**src/rtl/unidade_controle_param.sv**
```systemverilog
// Parametrised control unit for the memory-sequence game.
// Owns the address (E), round (L) and timer (T) counters. Supports an
// optional sequence-demonstration phase before each round and an optional
// write phase where the player appends a new move after each cleared round.
module unidade_controle_param #(
  parameter int ADDR_W         = 4,
  parameter int TIMEOUT_CYCLES = 5000,
  parameter int SHOW_CYCLES    = 1000
) (
  input  logic              clock,
  input  logic              reset,
  input  logic              iniciar,
  input  logic              jogada,
  input  logic              igual,
  input  logic              modo_demo,
  input  logic              modo_escrita,
  input  logic [ADDR_W-1:0] limite,
  output logic [ADDR_W-1:0] endereco,
  output logic [ADDR_W-1:0] rodada,
  output logic              zeraR,
  output logic              registraR,
  output logic              escreveM,
  output logic              mostra,
  output logic              acertou,
  output logic              errou,
  output logic              pronto,
  output logic              timeout,
  output logic [3:0]        db_estado
);

  localparam int MAXC = (TIMEOUT_CYCLES > SHOW_CYCLES) ? TIMEOUT_CYCLES : SHOW_CYCLES;
  localparam int TW   = (MAXC > 1) ? $clog2(MAXC) : 1;
  localparam logic [TW-1:0] T_TO_END = TW'(TIMEOUT_CYCLES - 1);
  localparam logic [TW-1:0] T_SH_END = TW'(SHOW_CYCLES - 1);

  // State codes are visible on db_estado, so they are fixed explicitly.
  typedef enum logic [3:0] {
    INICIAL        = 4'd0,
    INICIALIZA     = 4'd1,
    INICIA_RODADA  = 4'd2,
    MOSTRA         = 4'd3,
    ESPERA         = 4'd4,
    REGISTRA       = 4'd5,
    COMPARA        = 4'd6,
    PASSA          = 4'd7,
    PAUSA          = 4'd8,
    ESPERA_ESCRITA = 4'd9,
    REG_ESCRITA    = 4'd10,
    ESCREVE        = 4'd11,
    FIM_RODADA     = 4'd12,
    ERRO           = 4'd14,
    ACERTO         = 4'd15
  } state_t;

  state_t            state_q, state_d;
  logic [ADDR_W-1:0] e_q, e_d;
  logic [ADDR_W-1:0] l_q, l_d;
  logic [TW-1:0]     t_q, t_d;
  logic [ADDR_W-1:0] lim_q, lim_d;
  logic              demo_q, demo_d;
  logic              escr_q, escr_d;
  logic              to_q, to_d;

  // State, counters and latched game configuration.
  always_ff @(posedge clock or negedge reset) begin
    if (!reset) begin
      state_q <= INICIAL;
      e_q     <= '0;
      l_q     <= '0;
      t_q     <= '0;
      lim_q   <= '0;
      demo_q  <= 1'b0;
      escr_q  <= 1'b0;
      to_q    <= 1'b0;
    end else begin
      state_q <= state_d;
      e_q     <= e_d;
      l_q     <= l_d;
      t_q     <= t_d;
      lim_q   <= lim_d;
      demo_q  <= demo_d;
      escr_q  <= escr_d;
      to_q    <= to_d;
    end
  end

  // Next state and counter updates; jogada takes priority over the timer's terminal count.
  always_comb begin
    state_d = state_q;
    e_d     = e_q;
    l_d     = l_q;
    t_d     = t_q;
    lim_d   = lim_q;
    demo_d  = demo_q;
    escr_d  = escr_q;
    to_d    = to_q;
    case (state_q)
      INICIAL: begin
        if (iniciar) state_d = INICIALIZA;
      end
      INICIALIZA: begin
        e_d     = '0;
        l_d     = '0;
        t_d     = '0;
        lim_d   = limite;
        demo_d  = modo_demo;
        escr_d  = modo_escrita;
        to_d    = 1'b0;
        state_d = INICIA_RODADA;
      end
      INICIA_RODADA: begin
        e_d     = '0;
        t_d     = '0;
        state_d = demo_q ? MOSTRA : ESPERA;
      end
      MOSTRA: begin
        if (t_q == T_SH_END) begin
          t_d     = '0;
          state_d = PAUSA;
        end else begin
          t_d = t_q + 1'b1;
        end
      end
      PAUSA: begin
        if (t_q == T_SH_END) begin
          t_d = '0;
          if (e_q == l_q) begin
            e_d     = '0;
            state_d = ESPERA;
          end else begin
            e_d     = e_q + 1'b1;
            state_d = MOSTRA;
          end
        end else begin
          t_d = t_q + 1'b1;
        end
      end
      ESPERA, ESPERA_ESCRITA: begin
        if (jogada) begin
          t_d     = '0;
          state_d = (state_q == ESPERA) ? REGISTRA : REG_ESCRITA;
        end else if (t_q == T_TO_END) begin
          to_d    = 1'b1;
          state_d = ERRO;
        end else begin
          t_d = t_q + 1'b1;
        end
      end
      REGISTRA: begin
        state_d = COMPARA;
      end
      COMPARA: begin
        if (!igual) begin
          to_d    = 1'b0;
          state_d = ERRO;
        end else if (e_q < l_q) begin
          state_d = PASSA;
        end else if (l_q == lim_q) begin
          state_d = ACERTO;
        end else if (escr_q) begin
          t_d     = '0;
          state_d = ESPERA_ESCRITA;
        end else begin
          state_d = FIM_RODADA;
        end
      end
      PASSA: begin
        e_d     = e_q + 1'b1;
        t_d     = '0;
        state_d = ESPERA;
      end
      REG_ESCRITA: begin
        state_d = ESCREVE;
      end
      ESCREVE: begin
        state_d = FIM_RODADA;
      end
      FIM_RODADA: begin
        if (l_q == lim_q) begin
          state_d = ACERTO;
        end else begin
          l_d     = l_q + 1'b1;
          state_d = INICIA_RODADA;
        end
      end
      ACERTO, ERRO: begin
        if (iniciar) state_d = INICIALIZA;
      end
      default: begin
        state_d = INICIAL;
      end
    endcase
  end

  // Moore outputs; the write phase addresses the slot just past the current round.
  always_comb begin
    zeraR     = 1'b0;
    registraR = 1'b0;
    escreveM  = 1'b0;
    mostra    = 1'b0;
    acertou   = 1'b0;
    errou     = 1'b0;
    pronto    = 1'b0;
    timeout   = 1'b0;
    endereco  = e_q;
    case (state_q)
      INICIAL, INICIALIZA: zeraR = 1'b1;
      MOSTRA:              mostra = 1'b1;
      REGISTRA:            registraR = 1'b1;
      ESPERA_ESCRITA:      endereco = l_q + 1'b1;
      REG_ESCRITA: begin
        registraR = 1'b1;
        endereco  = l_q + 1'b1;
      end
      ESCREVE: begin
        escreveM = 1'b1;
        endereco = l_q + 1'b1;
      end
      ACERTO: begin
        acertou = 1'b1;
        pronto  = 1'b1;
      end
      ERRO: begin
        errou   = 1'b1;
        pronto  = 1'b1;
        timeout = to_q;
      end
      default: ;
    endcase
  end

  assign rodada    = l_q;
  assign db_estado = state_q;

endmodule

```
**config.mk**
```make
export PLATFORM = sky130hd
export DESIGN_NAME = unidade_controle_param
export DESIGN_NICKNAME = d
export VERILOG_FILES = /design/src/rtl/unidade_controle_param.sv
export SDC_FILE = /design/constraint.sdc
export NUM_CORES = 1
export LEC_CHECK = 0
export CELL_PAD_IN_SITES_DETAIL_PLACEMENT = 0
export CELL_PAD_IN_SITES_GLOBAL_PLACEMENT = 1
export CORE_ASPECT_RATIO = 1.2
export CORE_MARGIN = 2
export CORE_UTILIZATION = 44
export CTS_BUF_LIST = sky130_fd_sc_hd__clkbuf_8
export CTS_CLUSTER_SIZE = 28
export DETAILED_ROUTE_END_ITERATION = 10
export PLACE_DENSITY = 0.8
export SLEW_MARGIN = 20
export SYNTH_ARGS = -nofsm -noshare
export SYNTH_HDL_FRONTEND = slang
export SYNTH_SLANG_ARGS = --single-unit
```
**constraint.sdc**
```tcl
create_clock -name clock -period 2.35 [get_ports clock]
set_input_delay 0.3525 -clock clock [delete_from_list [all_inputs] [get_ports clock]]
set_output_delay 0.3525 -clock clock [all_outputs]
set_load 0.01 [all_outputs]
```
# ---- After elaboration in Yosys (flattened, before gate mapping)
# Index checks and enable logic that the tools add are counted.
dict set report totals {
  reg_bits 32
  inputBits 11
}
dict set report classes {
  muxes 40
  addsub 3
  eq_ne 31
  reduce_logical 19
  magnitude_cmp 1
}
# operator count
set ops {}
lappend ops {{13-bit 2-to-1 mux} 7}
lappend ops {{4-bit 2-to-1 mux} 13}
lappend ops {{13-bit case mux with 4 select lines} 1}
lappend ops {{4-bit case mux with 12 select lines} 1}
lappend ops {{4-bit equality test (second input constant)} 7}
lappend ops {{2-bit inequality test (second input constant)} 10}
lappend ops {{4-bit by 3-bit equality test with 1-bit output (second input constant)} 4}
lappend ops {{13-bit by 1-bit adder with 13-bit output (second input constant)} 1}
lappend ops {{13-bit by 10-bit equality test with 1-bit output (second input constant)} 1}
lappend ops {{13-bit equality test (second input constant)} 1}
lappend ops {{3-bit 2-to-1 mux} 4}
lappend ops {{4-bit case mux with 3 select lines} 1}
lappend ops {{2-bit OR reduction} 6}
lappend ops {{1-bit 2-to-1 mux} 11}
lappend ops {{3-bit OR reduction} 3}
lappend ops {{4-bit by 1-bit adder with 4-bit output (second input constant)} 2}
lappend ops {{4-bit by 2-bit equality test with 1-bit output (second input constant)} 2}
lappend ops {{4-bit equality test} 2}
lappend ops {{4-bit case mux with 2 select lines} 1}
lappend ops {{4-bit AND reduction} 2}
lappend ops {{3-bit inequality test (second input constant)} 2}
lappend ops {{6-bit AND reduction} 1}
lappend ops {{3-bit nonzero test} 2}
lappend ops {{4-bit by 1-bit equality test with 1-bit output (second input constant)} 1}
lappend ops {{7 further kinds} 8}

# ---- Logic depth before layout (Yosys ltp)
dict set report logic_depth {
  depth_word 5
  ltp_mapped 8
  mapped_depth_nobuf 7
}

# ---- Least setup slack after synthesis
# No wires, ideal clock.
dict set report synth_path {
  path_kind {flip-flop to flip-flop}
  from {register l_q[1], in the netlist rodada[1]}
  to {register t_q[4]}
  path_stages_with_launch 9
  n_path_buf 1
  period_less_slack_ps 2184
  setup_time_ps 85
  setup_slack_ps 166
  t_arrival_ps 2099
  path_cell_list {dfrtp_1 -> inv_1 -> ha_1 -> nor2b_1 -> o211a_1 -> o2111ai_1 -> clkbuf_1 -> a221oi_1 -> o22ai_1}
}
dict set report synth_via {
  elab_chain_cells 3
  elab_cells_between_ends 5
  cone_classes {1 x order compare; 3 x eq/ne; 1 x reduce/logical}
}
# item line
set synth_rtl {}
lappend synth_rtl {{start: declaration} 57} ;# logic [ADDR_W-1:0] l_q, l_d;
lappend synth_rtl {{start signal: assignment} 78} ;# l_q <= l_d;
lappend synth_rtl {{4-bit < comparator or 4-bit equality test (tied branches)} {156, 158}}
lappend synth_rtl {{2-bit inequality test (no line)} n/a}
lappend synth_rtl {{6-bit AND reduction (no line) (*)} n/a}
lappend synth_rtl {{end signal: assignment} 79} ;# t_q <= t_d;
lappend synth_rtl {{end: declaration} 58} ;# logic [TW-1:0] t_q, t_d;
# Every way passes the cells marked *; elsewhere a longest branch is shown, timed or not.
# A chain may end at the register's enable or synchronous reset.

# ---- Worst setup path in the final report
dict set report layout_path {
  from {register state_q[2], in the netlist db_estado[2]}
  to {output port endereco[0]}
}
dict set report layout_via {
  elab_chain_cells 3
  elab_cells_between_ends 5
  cone_classes {3 x eq/ne; 1 x mux; 1 x reduce/logical}
}
# item line
set layout_rtl {}
lappend layout_rtl {{start: declaration} 55} ;# state_t state_q, state_d;
lappend layout_rtl {{start signal: assignment} 76} ;# state_q <= state_d;
lappend layout_rtl {{4-bit equality test} 206} ;# case (state_q)
lappend layout_rtl {{3-bit OR reduction (no line) (*)} n/a}
lappend layout_rtl {{4-bit 2-to-1 mux (*)} n/a}
lappend layout_rtl {{end: declaration} 18} ;# output logic [ADDR_W-1:0] endereco,
# Marks and branches as above.

==> out/qor.yml <==
status: "complete, no violations"
boundaryPins: 31
fill_cells: 498
grt_pass1_wl_um: 10900
tns_ns: 0
die-area_mm2: 0.00611
register_area_um2: 803
synth_ff_type: "dfrtp_1"
postCtsHoldBufs: 0
setup_viol: 0
r2r_end: "e_q[2]$_DFFE_PN0P_"
die_width_um: 71.7
firstDrtPassIters: 4
grt_overflow: 0
hold_class: "input pin to async pin"
synth_edf_count: 0
cts_sinks: 32
synthDistinctLibCells: 63
synthCells: 273
cts_tree: "done"
vias: 2282
ir_drop_uv: 1010
grt_pass1_vias: 2223
drtAntennaViolNets: 0
syn_area_mm2: 0.00242
cp-end-kind: "output pin"
cp_slowest_cell: "clkdlybuf4s50_1"
ys_async_sr_fraction_pct: 100
gp_congestion: 0.844
critPathTopFamily: "buffers and inverters"
drive_gt1_share_pct: 17.9
cts_max_level: 2
maxSlewViolCount: 0
crit_top_cell: "nor2_1"
syn_avg_cell_area_um2: 8.85
cp_data_required_time_ns: 2.00
r2r_setup_slack_ns: 0.17
rows: 29
startpoint_type: "register"
rr_startpoint: "t_q[4]$_DFFE_PN0P_"
yosysSeqAreaShare_pct: 33.1
syn-num-nets: 291
final.period_utilization_pct: 95.4
cts-root-buf: "clkbuf_8"
ff2ff_path_depth: 5
clkTransAtPathRegs_ns: 0.08
p_leak_nw: 1.28
viasPerCell: 5.91
cts_setup_buffers: 0
drc: 0
crit_path_max_fanout: 8
hold_viol_final: 0
ys_warn_count: 0
cp_num_buf_inv: 3
cts_max_path_buffers: 2
worst_pin_slew_ns: 0.489
critical_path_arrival_ns: 1.89
grt_usage_pct: 22.7
antenna_found_initial: 0
hold_ws_ns: 0.471
dp_hpwl_um: 4980
cts_buffers: 5
multi_input_area_mm2: 0.00146
rsz0062_at_grt: "false"
syn_to_final_growth_pct: 25.0
die_y_um: 85.2
drt_iter0_drc: 104
path_cells: "inv_1 > nand2_1 > nor2_1 > buf_4 > nor2_1 > a21oi_1 > clkdlybuf4s50_1"
antenna_cells: 0
pwr_density_cell_mw_per_mm2: 1330
min_period_ns: 2.24
wire_per_inst_um: 16.9
cpPeakStageDelay_ns: 0.54
slew_headroom_pct: 67.3
wl_um: 6530
initial_core_util_pct: 45.6
finClkSkew_ns: 0.0127
drv_cap: 0
critPathKind: "register to output pin"
grt_max_degree: 33
ys_ff_latch: 32
cp-startpoint: "db_estado[2]$_DFFE_PN0P_"
clk_latency_ns: 0.29
fin_nets: 341
io_buffers: 30
core_area_mm2: 0.00530
fmax_mhz: 446
worst max path at each step:
stage / slack [ns] / to / cells past startpoint
2_1_floorplan: 0.17 / t_q[4]$_DFFE_PN0P_ / 8
3_3_place_gp: 0.19 / t_q[8]$_DFFE_PN0P_ / 6
3_5_place_dp: 0.12 / t_q[8]$_DFFE_PN0P_ / 6
4_1_cts: 0.01 / endereco[3] / 7
5_1_grt: 0.002 / endereco[0] / 7
6_report: 0.11 / endereco[0] / 7
cell usage in the layout (no fill, tap or decap), drive strengths merged, types with 4 or more instances in the layout:
| cell type | instances |
|---|---|
| nor2b | 5 |
| o21ai | 10 |
| buf | 26 |
| o22ai | 14 |
| or3 | 4 |
| nand3 | 17 |
| nor2 | 18 |
| nand2b | 7 |
| mux2 | 7 |
| xnor2 | 6 |
| a21oi | 14 |
| inv | 23 |
| clkdlybuf4s50 | 28 |
| a221oi | 9 |
| nand4 | 7 |
| clkbuf | 6 |
| ha | 7 |
| mux2i | 9 |
| nor3 | 8 |
| dfrtp | 32 |
| nand2 | 14 |
per-stage QoR:
| step | util, % | instance area [um2] | cells | setup slack (ns) | total power, mW |
|---|---|---|---|---|---|
| global placement | 55.1 | 2920 | 378 | 0.187 | 3.54 |
| global route | 57.0 | 3020 | 386 | 0.00215 | 4.34 |
| detailed placement | 55.1 | 2920 | 378 | 0.124 | 3.57 |
| CTS | 56.8 | 3010 | 386 | 0.0121 | 4.03 |
| floorplan | - | 2420 | 273 | 0.166 | 2.65 |
| finish | 57.0 | 3020 | 386 | 0.107 | 4.02 |
cell type report:
class,count,area share (%)
Multi-Input combinational cell,207,48.3
Tap cell,62,2.57
Timing Repair Buffer,56,17.0
Sequential cell,32,26.6
Clock buffer,6,2.73
Clock inverter,2,0.248
Inverter,21,2.61
cells in the mapped netlist, drive strengths merged (3+ instances only):
| master | count | area share, % |
|---|---|---|
| nand2 | 14 | 2.2 |
| nor2b | 5 | 1.3 |
| mux2 | 7 | 3.3 |
| a31oi | 3 | 0.78 |
| mux2i | 9 | 3.7 |
| nor3 | 8 | 1.9 |
| o21ai | 10 | 2.1 |
| a221oi | 9 | 4.0 |
| inv | 21 | 3.3 |
| clkbuf | 7 | 1.5 |
| buf | 5 | 1.6 |
| or4 | 3 | 1.2 |
| o211ai | 3 | 0.93 |
| ha | 7 | 3.6 |
| or3 | 4 | 1.0 |
| nand3 | 17 | 3.5 |
| nand2b | 7 | 1.9 |
| o22ai | 14 | 4.2 |
| xnor2 | 6 | 2.2 |
| a21oi | 14 | 3.1 |
| dfrtp | 32 | 33 |
| a211o | 3 | 1.1 |
| nand4 | 7 | 1.8 |
| nor2 | 18 | 2.8 |
| a21o | 3 | 0.93 |
registers in the layout, indices dropped and copies added (netlist names):
name	count
e_q	4
rodada	4
demo_q	1
escr_q	1
to_q	1
db_estado	4
lim_q	4
t_q	13
routing by layer:
layer	share of wire, %	vias to the layer above	global-route usage [%]
met5	0	-	0
met4	2.9	0	9.09
met3	3.3	14	4.04
met2	50	44	37.6
met1	44	1091	29.0
li1	-	1133	-
kinds of logic after synthesis:
logic type | Yosys count | share of synthesized area, %
AND/OR/NAND/NOR | 98 | 22.4
AO/OA/AOI/OAI | 80 | 24.9
buffers and inverters | 34 | 6.78
flip-flops | 32 | 33.1
multiplexers | 16 | 6.99
adder cells (fa/ha/maj) | 7 | 3.62
XOR/XNOR | 6 | 2.17
report_power, final:
part | switching (mW) | internal, mW | total [mW]
Combinational | 1.45 | 1.29 | 2.74
Clock | 0.204 | 0.230 | 0.434
Sequential | 0.152 | 0.700 | 0.852
repair_timing:
item | 4_1_cts | 5_1_grt
setup endpoints to repair | 0 | 18
hold endpoints to repair | 0 | 0
resized for setup | 0 | 5
Note: power is estimated with default switching activity, not from simulation.
